File: src/rtl/frogger_input_ctrl_pkg.sv
// Shared definitions for the frogger input controller: direction codes, FSM states,
// board timing defaults and small helpers used by the controller and its debouncers.
package frogger_input_ctrl_pkg;

    localparam logic [1:0] DIR_UP    = 2'd0;
    localparam logic [1:0] DIR_DOWN  = 2'd1;
    localparam logic [1:0] DIR_LEFT  = 2'd2;
    localparam logic [1:0] DIR_RIGHT = 2'd3;

    typedef enum logic [1:0] {
        ST_IDLE    = 2'd0,
        ST_DELAY   = 2'd1,
        ST_REPEAT  = 2'd2,
        ST_LOCKOUT = 2'd3
    } state_t;

    // 25 MHz board clock: 10 ms debounce, 500 ms first repeat, 200 ms repeat period
    localparam int DEF_DEBOUNCE_LIMIT = 250000;
    localparam int DEF_REPEAT_DELAY   = 12500000;
    localparam int DEF_REPEAT_PERIOD  = 5000000;

    function automatic int cnt_width(input int n);
        return (n > 1) ? $clog2(n) : 1;
    endfunction

    // Same priority as the frog controller: up > down > left > right
    function automatic logic [1:0] pick_dir(input logic [3:0] rise);
        if (rise[DIR_UP])
            return DIR_UP;
        else if (rise[DIR_DOWN])
            return DIR_DOWN;
        else if (rise[DIR_LEFT])
            return DIR_LEFT;
        else
            return DIR_RIGHT;
    endfunction

    function automatic logic [3:0] dir_mask(input logic [1:0] dir);
        return 4'b0001 << dir;
    endfunction

endpackage

File: src/rtl/frogger_input_ctrl_switch_debounce.sv
// One board switch: 2-flop synchroniser, persistence-count debouncer and a
// qualified rising-edge output for the move arbiter.
module switch_debounce
    import frogger_input_ctrl_pkg::*;
#(
    parameter int DEBOUNCE_LIMIT = DEF_DEBOUNCE_LIMIT
)
(
    input  logic i_Clk,
    input  logic i_Rst,
    input  logic i_Switch,
    output logic o_State,
    output logic o_Rise
);

    localparam int               CNT_W    = cnt_width(DEBOUNCE_LIMIT);
    localparam logic [CNT_W-1:0] CNT_LAST = CNT_W'(DEBOUNCE_LIMIT - 1);

    logic             r_Sync_1;
    logic             r_Sync_2;
    logic [CNT_W-1:0] r_Count;
    logic             r_State;
    logic             r_State_Prev;
    logic [1:0]       r_Fill;
    logic             r_Armed;

    always_ff @(posedge i_Clk or posedge i_Rst) begin
        if (i_Rst) begin
            r_Sync_1     <= 1'b0;
            r_Sync_2     <= 1'b0;
            r_Count      <= '0;
            r_State      <= 1'b0;
            r_State_Prev <= 1'b0;
            r_Fill       <= 2'b00;
            r_Armed      <= 1'b0;
        end else begin
            r_Sync_1     <= i_Switch;
            r_Sync_2     <= r_Sync_1;
            r_State_Prev <= r_State;
            r_Fill       <= {r_Fill[0], 1'b1};
            // A switch held through reset must be seen released before it may fire
            if (r_Fill[1] && !r_Sync_2)
                r_Armed <= 1'b1;
            if (r_Sync_2 == r_State) begin
                r_Count <= '0;
            end else if (r_Count == CNT_LAST) begin
                r_State <= r_Sync_2;
                r_Count <= '0;
            end else begin
                r_Count <= r_Count + CNT_W'(1);
            end
        end
    end

    assign o_State = r_State;
    assign o_Rise  = r_State & ~r_State_Prev & r_Armed;

endmodule

File: src/rtl/frogger_input_ctrl.sv
// Turns four raw board switches into one-cycle, mutually exclusive move strobes
// with priority arbitration, hold-to-repeat and post-collision lockout.
module frogger_input_ctrl
    import frogger_input_ctrl_pkg::*;
#(
    parameter int DEBOUNCE_LIMIT = DEF_DEBOUNCE_LIMIT,
    parameter int REPEAT_DELAY   = DEF_REPEAT_DELAY,
    parameter int REPEAT_PERIOD  = DEF_REPEAT_PERIOD
)
(
    input  logic i_Clk,
    input  logic i_Rst,
    input  logic i_Switch_1,
    input  logic i_Switch_2,
    input  logic i_Switch_3,
    input  logic i_Switch_4,
    input  logic i_Game_Active,
    input  logic i_Collided,
    output logic o_Up_Mvt,
    output logic o_Down_Mvt,
    output logic o_Left_Mvt,
    output logic o_Right_Mvt,
    output logic o_Any_Held
);

    localparam int               TMR_MAX     = (REPEAT_DELAY > REPEAT_PERIOD) ? REPEAT_DELAY : REPEAT_PERIOD;
    localparam int               TMR_W       = cnt_width(TMR_MAX);
    localparam logic [TMR_W-1:0] DELAY_LAST  = TMR_W'(REPEAT_DELAY - 1);
    localparam logic [TMR_W-1:0] PERIOD_LAST = TMR_W'(REPEAT_PERIOD - 1);

    logic [3:0]       w_Switch;
    logic [3:0]       w_State;
    logic [3:0]       w_Rise;

    state_t           r_State;
    state_t           w_Next_State;
    logic [1:0]       r_Dir;
    logic [1:0]       w_Next_Dir;
    logic [TMR_W-1:0] r_Timer;
    logic [TMR_W-1:0] w_Next_Timer;
    logic             w_Fire;
    logic [3:0]       r_Mvt;
    logic             r_Any_Held;

    assign w_Switch = {i_Switch_4, i_Switch_3, i_Switch_2, i_Switch_1};

    for (genvar g = 0; g < 4; g++) begin : g_deb
        switch_debounce #(
            .DEBOUNCE_LIMIT(DEBOUNCE_LIMIT)
        ) u_deb (
            .i_Clk    (i_Clk),
            .i_Rst    (i_Rst),
            .i_Switch (w_Switch[g]),
            .o_State  (w_State[g]),
            .o_Rise   (w_Rise[g])
        );
    end

    always_comb begin
        w_Next_State = r_State;
        w_Next_Dir   = r_Dir;
        w_Next_Timer = r_Timer + TMR_W'(1);
        w_Fire       = 1'b0;
        case (r_State)
            ST_IDLE: begin
                w_Next_Timer = '0;
                if (|w_Rise) begin
                    w_Fire       = 1'b1;
                    w_Next_Dir   = pick_dir(w_Rise);
                    w_Next_State = ST_DELAY;
                end
            end
            ST_DELAY: begin
                if (!w_State[r_Dir]) begin
                    w_Next_State = ST_IDLE;
                    w_Next_Timer = '0;
                end else if (r_Timer == DELAY_LAST) begin
                    w_Fire       = 1'b1;
                    w_Next_Timer = '0;
                    w_Next_State = ST_REPEAT;
                end
            end
            ST_REPEAT: begin
                if (!w_State[r_Dir]) begin
                    w_Next_State = ST_IDLE;
                    w_Next_Timer = '0;
                end else if (r_Timer == PERIOD_LAST) begin
                    w_Fire       = 1'b1;
                    w_Next_Timer = '0;
                end
            end
            ST_LOCKOUT: begin
                w_Next_Timer = '0;
                if (w_State == 4'b0000)
                    w_Next_State = ST_IDLE;
            end
            default: begin
                w_Next_State = ST_IDLE;
                w_Next_Timer = '0;
            end
        endcase

        // Collision outranks game-inactive so a held key cannot move a respawned frog
        if (i_Collided) begin
            w_Next_State = ST_LOCKOUT;
            w_Next_Dir   = r_Dir;
            w_Next_Timer = '0;
            w_Fire       = 1'b0;
        end else if (!i_Game_Active) begin
            w_Next_State = ST_IDLE;
            w_Next_Dir   = r_Dir;
            w_Next_Timer = '0;
            w_Fire       = 1'b0;
        end
    end

    always_ff @(posedge i_Clk or posedge i_Rst) begin
        if (i_Rst) begin
            r_State    <= ST_IDLE;
            r_Dir      <= DIR_UP;
            r_Timer    <= '0;
            r_Mvt      <= 4'b0000;
            r_Any_Held <= 1'b0;
        end else begin
            r_State    <= w_Next_State;
            r_Dir      <= w_Next_Dir;
            r_Timer    <= w_Next_Timer;
            r_Mvt      <= w_Fire ? dir_mask(w_Next_Dir) : 4'b0000;
            r_Any_Held <= |w_State;
        end
    end

    assign o_Up_Mvt    = r_Mvt[DIR_UP];
    assign o_Down_Mvt  = r_Mvt[DIR_DOWN];
    assign o_Left_Mvt  = r_Mvt[DIR_LEFT];
    assign o_Right_Mvt = r_Mvt[DIR_RIGHT];
    assign o_Any_Held  = r_Any_Held;

endmodule

File: config.mk
export PLATFORM = sky130hd
export DESIGN_NAME = frogger_input_ctrl
export DESIGN_NICKNAME = d
export VERILOG_FILES = /design/src/rtl/frogger_input_ctrl_pkg.sv /design/src/rtl/frogger_input_ctrl_switch_debounce.sv /design/src/rtl/frogger_input_ctrl.sv
export SDC_FILE = /design/constraint.sdc
export NUM_CORES = 1
export LEC_CHECK = 0
export ABC_AREA = 0
export BUFFER_PORTS_ARGS = -buffer_cell sky130_fd_sc_hd__buf_2
export CORE_ASPECT_RATIO = 0.75
export CORE_MARGIN = 2
export CORE_UTILIZATION = 55
export DETAILED_ROUTE_END_ITERATION = 16
export PLACE_DENSITY = 0.71
export SYNTH_ARGS = -nofsm -noshare
export SYNTH_HDL_FRONTEND = slang
export SYNTH_HIERARCHICAL = 1
export SYNTH_SLANG_ARGS = --single-unit
export TNS_END_PERCENT = 5
File: constraint.sdc
create_clock -name i_Clk -period 3.7 [get_ports i_Clk]
set_input_delay 0.74 -clock i_Clk [delete_from_list [all_inputs] [get_ports i_Clk]]
set_output_delay 0.74 -clock i_Clk [all_outputs]
set_load 0.005 [all_outputs]
; Word-level counts from Yosys, hierarchy flattened
; Cells that the tools add are included.
[word_totals]
reg_bits = 133
elab_cells = 132
in_bits = 8
out_inout_bits = 5
[op_classes]
bitwise_logic = 16
order_cmp = 1
n_shift = 1
n_addsub = 5
eq_ne = 17
muxes = 41
reduce_logical = 18
[ops]
columns = cell, n
row1 = 2-to-1 mux 18 bit, 8
row2 = 2-to-1 mux 24 bit, 6
row3 = adder 18 x 1 -> 18 bit (second input constant), 4
row4 = == test 18 bit (second input constant), 4
row5 = one-hot mux 24 bit (3 select lines), 1
row6 = 2-to-1 mux 2 bit, 13
row7 = adder 24 x 1 -> 24 bit (second input constant), 1
row8 = == test 24 x 23 -> 1 bit (second input constant), 1
row9 = == test 24 bit (second input constant), 1
row10 = != test 4 bit (second input constant), 3
row11 = 2-to-1 mux 1 bit, 9
row12 = bitwise AND 1 bit, 8
row13 = inverter 1 bit, 8
row14 = one-hot mux 2 bit (4 select lines), 1
row15 = AND reduction 2 bit, 4
row16 = OR reduction 4 bit, 2
row17 = != test 5 bit (second input constant), 1
row18 = == test 1 bit, 4
row19 = == test 2 bit (second input constant), 2
row20 = logical AND 1 bit, 4
row21 = zero test 1 bit, 4
row22 = zero test 4 bit, 1
row23 = 2-to-1 mux 4 bit, 1
row24 = AND reduction 4 bit, 1
row25 = other kinds (7), 7

; Logic depth before layout (Yosys ltp)
; Gate-level depths: netlist of run 1.
[logic_depth]
depth_word = 12
depth_mapped = 7
depth_no_buf = 7

; Cells and area by module
; The synthesis of run 1 kept the hierarchy.
[by_module_without_submodules]
columns = mod, cells_per_inst, area_each_um2, n_inst
row1 = switch_debounce, 112, 1179.9, 4
row2 = frogger_input_ctrl, 186, 1794.2, 1

; Worst setup path before layout of run 1
; No wires, ideal clock.
[synth_path]
path_type = flip-flop to flip-flop
from = reg g_deb[3].u_deb.r_State
to = reg r_State[0]
setup_ns = 0.126
required_time_ns = 3.574
path_buffers = 0
path_slack_ns = 1.759
path_stages_with_launch = 5
arrival_time_ns = 1.814
period_less_slack_ns = 1.941
cell_sequence = dfrtp_1 mux4_2 a222oi_1 nand2_1 a311o_1
[synth_between]
elab_chain_cells = 6
[synth_lines]
columns = item, line_no
row1 = from (decl), frogger_input_ctrl_switch_debounce.sv:22  ; logic r_State;
row2 = from (signal assigned), frogger_input_ctrl_switch_debounce.sv:47  ; r_State <= r_Sync_2;
row3 = binary-select mux 1 bit (select 2 bit), "frogger_input_ctrl.sv:74, frogger_input_ctrl.sv:84"
row4 = 2-to-1 mux 1 bit (implied by the code), "frogger_input_ctrl.sv:74, frogger_input_ctrl.sv:84"
row5 = 2-to-1 mux 2 bit, frogger_input_ctrl.sv:74  ; if (!w_State[r_Dir]) begin
row6 = one-hot mux 2 bit (4 select lines), frogger_input_ctrl.sv:64  ; case (r_State)
row7 = 2-to-1 mux 2 bit, frogger_input_ctrl.sv:109  ; end else if (!i_Game_Active) begin
row8 = 2-to-1 mux 2 bit, frogger_input_ctrl.sv:104  ; if (i_Collided) begin
row9 = to (signal assigned), frogger_input_ctrl.sv:125  ; r_State <= w_Next_State;
row10 = to (decl), frogger_input_ctrl.sv:35  ; state_t r_State;
; Several ways; a longest one is shown, not always the timed one. The select of a mux whose other input is x is not followed.
; A chain may end at the register's enable or synchronous reset.

; Worst setup path in the final report of run 1
[layout_path]
from = reg r_Timer[0]
to = reg r_Timer[22]
[layout_between]
elab_chain_cells = 6
[layout_lines]
columns = item, line_no
row1 = from (decl), frogger_input_ctrl.sv:39  ; logic [TMR_W-1:0] r_Timer;
row2 = from (signal assigned), frogger_input_ctrl.sv:127  ; r_Timer <= w_Next_Timer;
row3 = "adder 24 x 1 -> 24 bit, or another cell as far along", frogger_input_ctrl.sv:62  ; w_Next_Timer = r_Timer + TMR_W'(1);
row4 = 2-to-1 mux 24 bit (on tied branches), "frogger_input_ctrl.sv:87, frogger_input_ctrl.sv:77"
row5 = 2-to-1 mux 24 bit (on tied branches), "frogger_input_ctrl.sv:84, frogger_input_ctrl.sv:74"
row6 = one-hot mux 24 bit (3 select lines) (*), frogger_input_ctrl.sv:64
row7 = 2-to-1 mux 24 bit (*), frogger_input_ctrl.sv:109
row8 = 2-to-1 mux 24 bit (*), frogger_input_ctrl.sv:104
row9 = net w_Next_Timer[22], frogger_input_ctrl.sv:40  ; logic [TMR_W-1:0] w_Next_Timer;
; The timed path passes the listed nets; every way through them passes the cells marked *.

==> results of run 1 <==
==> cell usage after synthesis, types with 4 or more instances <==
| library cell | n | area [um2] |
|---|---|---|
| a21o_1 | 5 | 37.5 |
| and3b_1 | 5 | 43.8 |
| nand3_1 | 15 | 75.1 |
| a211oi_1 | 4 | 30.0 |
| xnor2_1 | 48 | 420 |
| or4b_1 | 4 | 40.0 |
| o21ai_0 | 5 | 25.0 |
| a41o_1 | 4 | 40.0 |
| ha_1 | 11 | 138 |
| dfrtp_1 | 133 | 3330 |
| and3_1 | 13 | 81.3 |
| xor2_1 | 30 | 263 |
| nor2_1 | 92 | 345 |
| buf_12 | 4 | 80.1 |
| nor4_1 | 20 | 125 |
| and3_2 | 4 | 30.0 |
| or3_1 | 5 | 31.3 |
| and4_1 | 7 | 61.3 |
| nor4_2 | 4 | 50.1 |
| nand4_1 | 45 | 282 |
| a21oi_1 | 16 | 80.1 |
| o31ai_1 | 8 | 60.1 |
| or4_1 | 9 | 67.6 |
| clkbuf_1 | 13 | 48.8 |
| inv_1 | 26 | 97.6 |
| mux2_2 | 4 | 45.0 |
| nor3_1 | 16 | 80.1 |
| buf_6 | 8 | 90.1 |
| conb_1 | 4 | 15.0 |
| nand2_1 | 44 | 165 |
| or2_2 | 6 | 37.5 |
==> how the worst max path moves through the flow <==
stage / endpoint / slack, ns / depth (start not counted) / from
floorplan: r_State[0] / 1.76 / 4 / g_deb[3].u_deb/o_State
global placement: r_Timer[14] / 1.51 / 6 / r_Timer[0]
detailed placement: r_Timer[16] / 1.43 / 6 / r_Timer[0]
CTS: r_Timer[22] / 1.39 / 6 / r_Timer[0]
global route: r_Timer[16] / 1.15 / 6 / r_Timer[0]
finish: r_Timer[22] / 1.39 / 6 / r_Timer[0]
==> kinds of logic (layout without fill, tap and decap cells) <==
logic type | after synthesis | in the layout
multiplexers | 5 | 5
AO/OA/AOI/OAI | 49 | 49
XOR/XNOR | 78 | 78
flip-flops | 133 | 133
adder cells (fa/ha/maj) | 11 | 11
buffers and inverters | 53 | 71
other | 4 | 4
AND/OR/NAND/NOR | 301 | 301
==> report_power, final <==
group | switching [mW] | internal (mW) | leakage [nW] | total [mW]
clock network | 0.630 | 1.20 | 0.319 | 1.83
logic | 0.0641 | 0.0239 | 0.883 | 0.0880
registers | 0.0187 | 1.48 | 1.79 | 1.49
==> layer usage <==
layer / share of wire [%] / global-route usage (%) / up-vias
li1: - / - / 2241
met1: 49 / 29.9 / 2246
met2: 45 / 30.8 / 119
met3: 4.4 / 5.10 / 12
met4: 0.97 / 7.03 / 0
met5: 0 / 0 / -
==> stage by stage <==
step | hold slack, ns | worst slack [ns] | instances | instance area [um2]
final | 0.343 | 1.39 | 814 | 7210
after floorplan | 0.331 | 1.76 | 634 | 6510
after global routing | 0.351 | 1.15 | 814 | 7210
after CTS | 0.348 | 1.39 | 814 | 7210
after global placement | 0.333 | 1.51 | 782 | 6560
after detailed placement | 0.336 | 1.43 | 782 | 6560
==> registers in the layout (all words and copies together), names as in the netlist <==
register	flops
r_Dir	2
g_deb.u_deb/r_Armed	4
g_deb.u_deb/r_Fill	8
g_deb.u_deb/o_State	4
o_Any_Held	1
g_deb.u_deb/r_State_Prev	4
r_Timer	24
r_State	2
g_deb.u_deb/r_Count	72
r_Mvt	4
g_deb.u_deb/r_Sync_2	4
g_deb.u_deb/r_Sync_1	4
==> final cells by class <==
| type | count | area [um2] | share of cell area (%) |
|---|---|---|---|
| sequential | 133 | 3330 | 46.2 |
| clock buffer | 21 | 480 | 6.67 |
| timing repair buffer | 13 | 67.6 | 0.937 |
| multi-input combinational | 448 | 2860 | 39.7 |
| tap | 162 | 203 | 2.81 |
| inverter | 26 | 97.6 | 1.35 |
| clock inverter | 11 | 173 | 2.40 |
==> worst reg2reg max path: cells and delay by family, from the launching register on <==
kind / cells / cell delay, ns
adders and majority gates: 1 / 0.22
AOI/OAI and AO/OA: 2 / 0.98
DFF: 1 / 0.39
and+or+nand+nor: 3 / 0.57
==> metrics.txt, run 1 <==
outcome completed; Buf/Inv on CP 0; Clk Latency, worst-skew pair 0.42 ns; drt initial violations 370; Synth cell types 47; hold crit path type flop to flop; I/O pin cnt 13; Syn. warnings 6; Critical R2R Launch r_Timer[0]; R2R Path End r_Timer[22]; largest stage delay on the critical path 0.66 ns; Final Slew Violations 0; CP Class flop to flop; Seq/Total Area, Yosys 51.1%; Final Cycle Share 62.4%; largest net degree at the start of global routing 34; most common cell after layout, fill and taps aside dfrtp_1; GRT Util Overall 20.7%; Post-Syn Nets 653; Final Setup Violations 0; Routed WL 12.0 mm; DRT Pass-1 Iters 4; Worst path top cell family by delay compound AO/OA/AOI/OAI gates; remaining global-route overflow 0; Mapped Avg Cell Area 10.3 um2; Final Skew 0.0120 ns; Max clock buf depth 2; Worst-path clk slew 0.06 ns; EDFF count, synth 0; synthesized area 6510 um2; DR vias 4,618; RSZ-0062 raised after global routing no; Tmin final 2.31 ns; VDD IR-drop max 345 uV; CTS hold repair buffers 0; Ant. Diodes 0; layout cells sized above 1 10.1%; DP HPWL 7.99 mm; FF-to-FF setup slack 1.39 ns; most frequent cells in the layout 133 x dfrtp_1, 92 x nor2_1, 48 x xnor2_1; CP arrival 2.57 ns; Area growth syn-to-layout 10.7%; initial antenna violation count 0; Synth Area in Adders 2.11%; Tightest Pin Transition 0.935 ns; first-pass GRT wire length 21.2 mm; crit-path cells ha_1 > and4_1 > nand2_1 > o311ai_0 > a21o_1 > nor2_1; vias in the first global route 4,525; Cells on Worst Hold Path 0; Util after Layout 62.3%; height of the die 98.2 um; worst-case reg-to-reg path depth 6; die area 12,700 um2; Synth Area in Compound Gates 5.21%; slowest CP cell a21o_1; crit path launch type flop; CTS tree yes; LEAKAGE 2.99 nW; synthesized flop and latch total 133; Final Power 3.41 mW; port bufs 12; Final ANT Viol Nets 0; drt wl/cell 14.8 um; DRC 0; XOR/XNOR share of the synthesized area 10.5%; Async S/R FF share, synth 100%; Slew headroom 37.6%; peak fanout along the critical path 24; Worst Hold Path EP g_deb[1].u_deb/r_Fill[1]; Root Buffer clkbuf_16; Post-Syn Instances 634; initial core utilization 56.3%; Simple-Gate Fraction of Synth Area 24.8%; Fill cells 920; post-synthesis mux area share 1.04%; clock sink count 133; Final Hold Fails 0; nets 658; Max Cap Violations 0; crit end category flop; cts bufs inserted 17; Core Rows 34; core area 11,600 um2; Via density 5.67; H-Tree Depth 4; placer congestion estimate 0.899; die width 130 um; setup tns final 0 ns; Cell Pwr Density 474 nW/um2; WP data required 3.96 ns; Hold Crit Start g_deb[1].u_deb/r_Fill[0]; post_cts resized 0; post-CTS setup buffers 0; top_reg_cell synth dfrtp_1; fmax 433 MHz; largest family of logic cells by synthesized area simple AND/OR/NAND/NOR gates
Note: power is estimated with default switching activity, not from simulation.
==> run 2, diff against run 1 <==
--- a/config.mk
+++ b/config.mk
@@ -11,7 +11,7 @@
 export CORE_MARGIN = 2
 export CORE_UTILIZATION = 55
 export DETAILED_ROUTE_END_ITERATION = 16
-export PLACE_DENSITY = 0.71
+export PLACE_DENSITY = 0.74
 export SYNTH_ARGS = -nofsm -noshare
 export SYNTH_HDL_FRONTEND = slang
 export SYNTH_HIERARCHICAL = 1
==> constraint.sdc (replaced) <==
create_clock -name i_Clk -period 2 [get_ports i_Clk]
set_input_delay 0.4 -clock i_Clk [delete_from_list [all_inputs] [get_ports i_Clk]]
set_output_delay 0.4 -clock i_Clk [all_outputs]
set_load 0.005 [all_outputs]
==> metrics.txt, run 2 (same netlist as run 1, synthesis figures left out) <==
outcome completed; die area 12,700 um2; Area growth syn-to-layout 13.4%; DP HPWL 8.52 mm; height of the die 98.2 um; VDD IR-drop max 676 uV; Via density 5.63; crit path launch type flop; Hold WS 0.0906 ns; Util after Layout 63.9%; Tightest Pin Transition 0.497 ns; remaining global-route overflow 0; CP arrival 2.29 ns; WP data required 2.30 ns; initial antenna violation count 0; fmax 501 MHz; Routed WL 12.8 mm; Ant. Diodes 0; clock sink count 133; hold crit path type input port to flop; Final Power 5.86 mW; Slew headroom 66.5%; Max clock buf depth 2; Final Hold Fails 0; Final Cycle Share 99.7%; CTS tree yes; most frequent cells in the layout 133 x dfrtp_1, 92 x nor2_1, 48 x xnor2_1; crit end category flop; Core Rows 34; drt wl/cell 15.1 um; layout cells sized above 1 14.3%; final std cells w/o fill 846; RSZ-0062 raised after global routing yes; Tmin final 1.99 ns; DRC 0; Clk Latency, worst-skew pair 0.41 ns; Max Cap Violations 0; largest registers g_deb.u_deb/r_Count: 72 flops, r_Timer: 24 flops, g_deb.u_deb/r_Fill: 8 flops; placed cell count 812; Final ANT Viol Nets 0; first-pass GRT wire length 21.9 mm; placer congestion estimate 0.873; I/O pin cnt 13; nets 690; final worst slack 0.00555 ns; Final Skew 0.00791 ns; Cell Pwr Density 793 nW/um2; Worst-path clk slew 0.06 ns; Worst path top cell family by delay compound AO/OA/AOI/OAI gates; drt initial violations 461; Final Setup Violations 0; vias in the first global route 4,709; H-Tree Depth 4; cts bufs inserted 17; post-route cell area 7390 um2; Post-DP Area 6790 um2; initial core utilization 56.3%; Root Buffer clkbuf_16; largest stage delay on the critical path 0.53 ns; Most flops, register g_deb.u_deb/r_Count; largest net degree at the start of global routing 34; core area 11,600 um2; slowest CP cell a222oi_1; pre-CTS setup slack -0.0146 ns; crit-path cells mux4_2 > a222oi_1 > nand2_1 > a311o_1; DR vias 4,767; die width 130 um; most common cell after layout, fill and taps aside dfrtp_1; port bufs 12; Buf/Inv on CP 0; Final Slew Violations 0; peak fanout along the critical path 4; CP Class flop to flop; DRT Pass-1 Iters 5; LEAKAGE 3.11 nW; max FFs per register 72; setup tns final 0 ns; GRT Util Overall 21.7%
-- run 2: changes by cell type in the layout (fill, tap and decap cells not counted), sizes merged --
cell	change
clkbuf	+2
clkinv	-1
clkinvlp	+2
buf	+31
bufinv	-3
dlygate4sd3	+1
-- run 2: path summary, 6_finish.rpt --
check	endpoint	from	slack, ns	depth (start not counted)
setup / recovery	r_State[0]	g_deb[2].u_deb/o_State	0.006	4
hold / removal	g_deb[0].u_deb/r_Sync_1	i_Switch_1	0.09	1
setup reg to reg	r_State[0]	g_deb[2].u_deb/o_State	0.006	4
hold reg to reg	g_deb[2].u_deb/r_Fill[1]	g_deb[2].u_deb/r_Fill[0]	0.35	0
max in group asynchronous	g_deb[3].u_deb/r_Count[6]	i_Rst	0.96	4
min in group asynchronous	g_deb[3].u_deb/o_State	i_Rst	0.50	3
-- run 2: power breakdown --
group / internal [mW] / switching [mW]
sequential: 2.73 / 0.0346
combinational: 0.0632 / 0.127
clock: 1.79 / 1.11
total: 4.59 / 1.27
-- run 2: layout make-up --
| class | instances | area [um2] |
|---|---|---|
| fill | 913 | 4180 |
| sequential | 133 | 3330 |
| multi-input combinational | 448 | 2880 |
| clock buffer | 23 | 478 |
| timing repair buffer | 45 | 323 |
| tap | 162 | 203 |
| inverter | 26 | 97.6 |
| clock inverter | 9 | 77.6 |
-- run 2: repair_timing --
item | in CTS | in global routing
endpoints found under the setup margin | 2 | 30
setup buffers | 1 | 0
hold endpoints to repair | 6 | 0
pin swaps | 4 | 3
hold buffers | 1 | 0
resized for setup | 0 | 5
-- run 2: per-layer routing --
metal,GRT usage (%),part of all wire [%]
met1,29.9,48
met2,33.3,47
met3,6.19,4.6
met4,7.20,0.91
met5,0,0
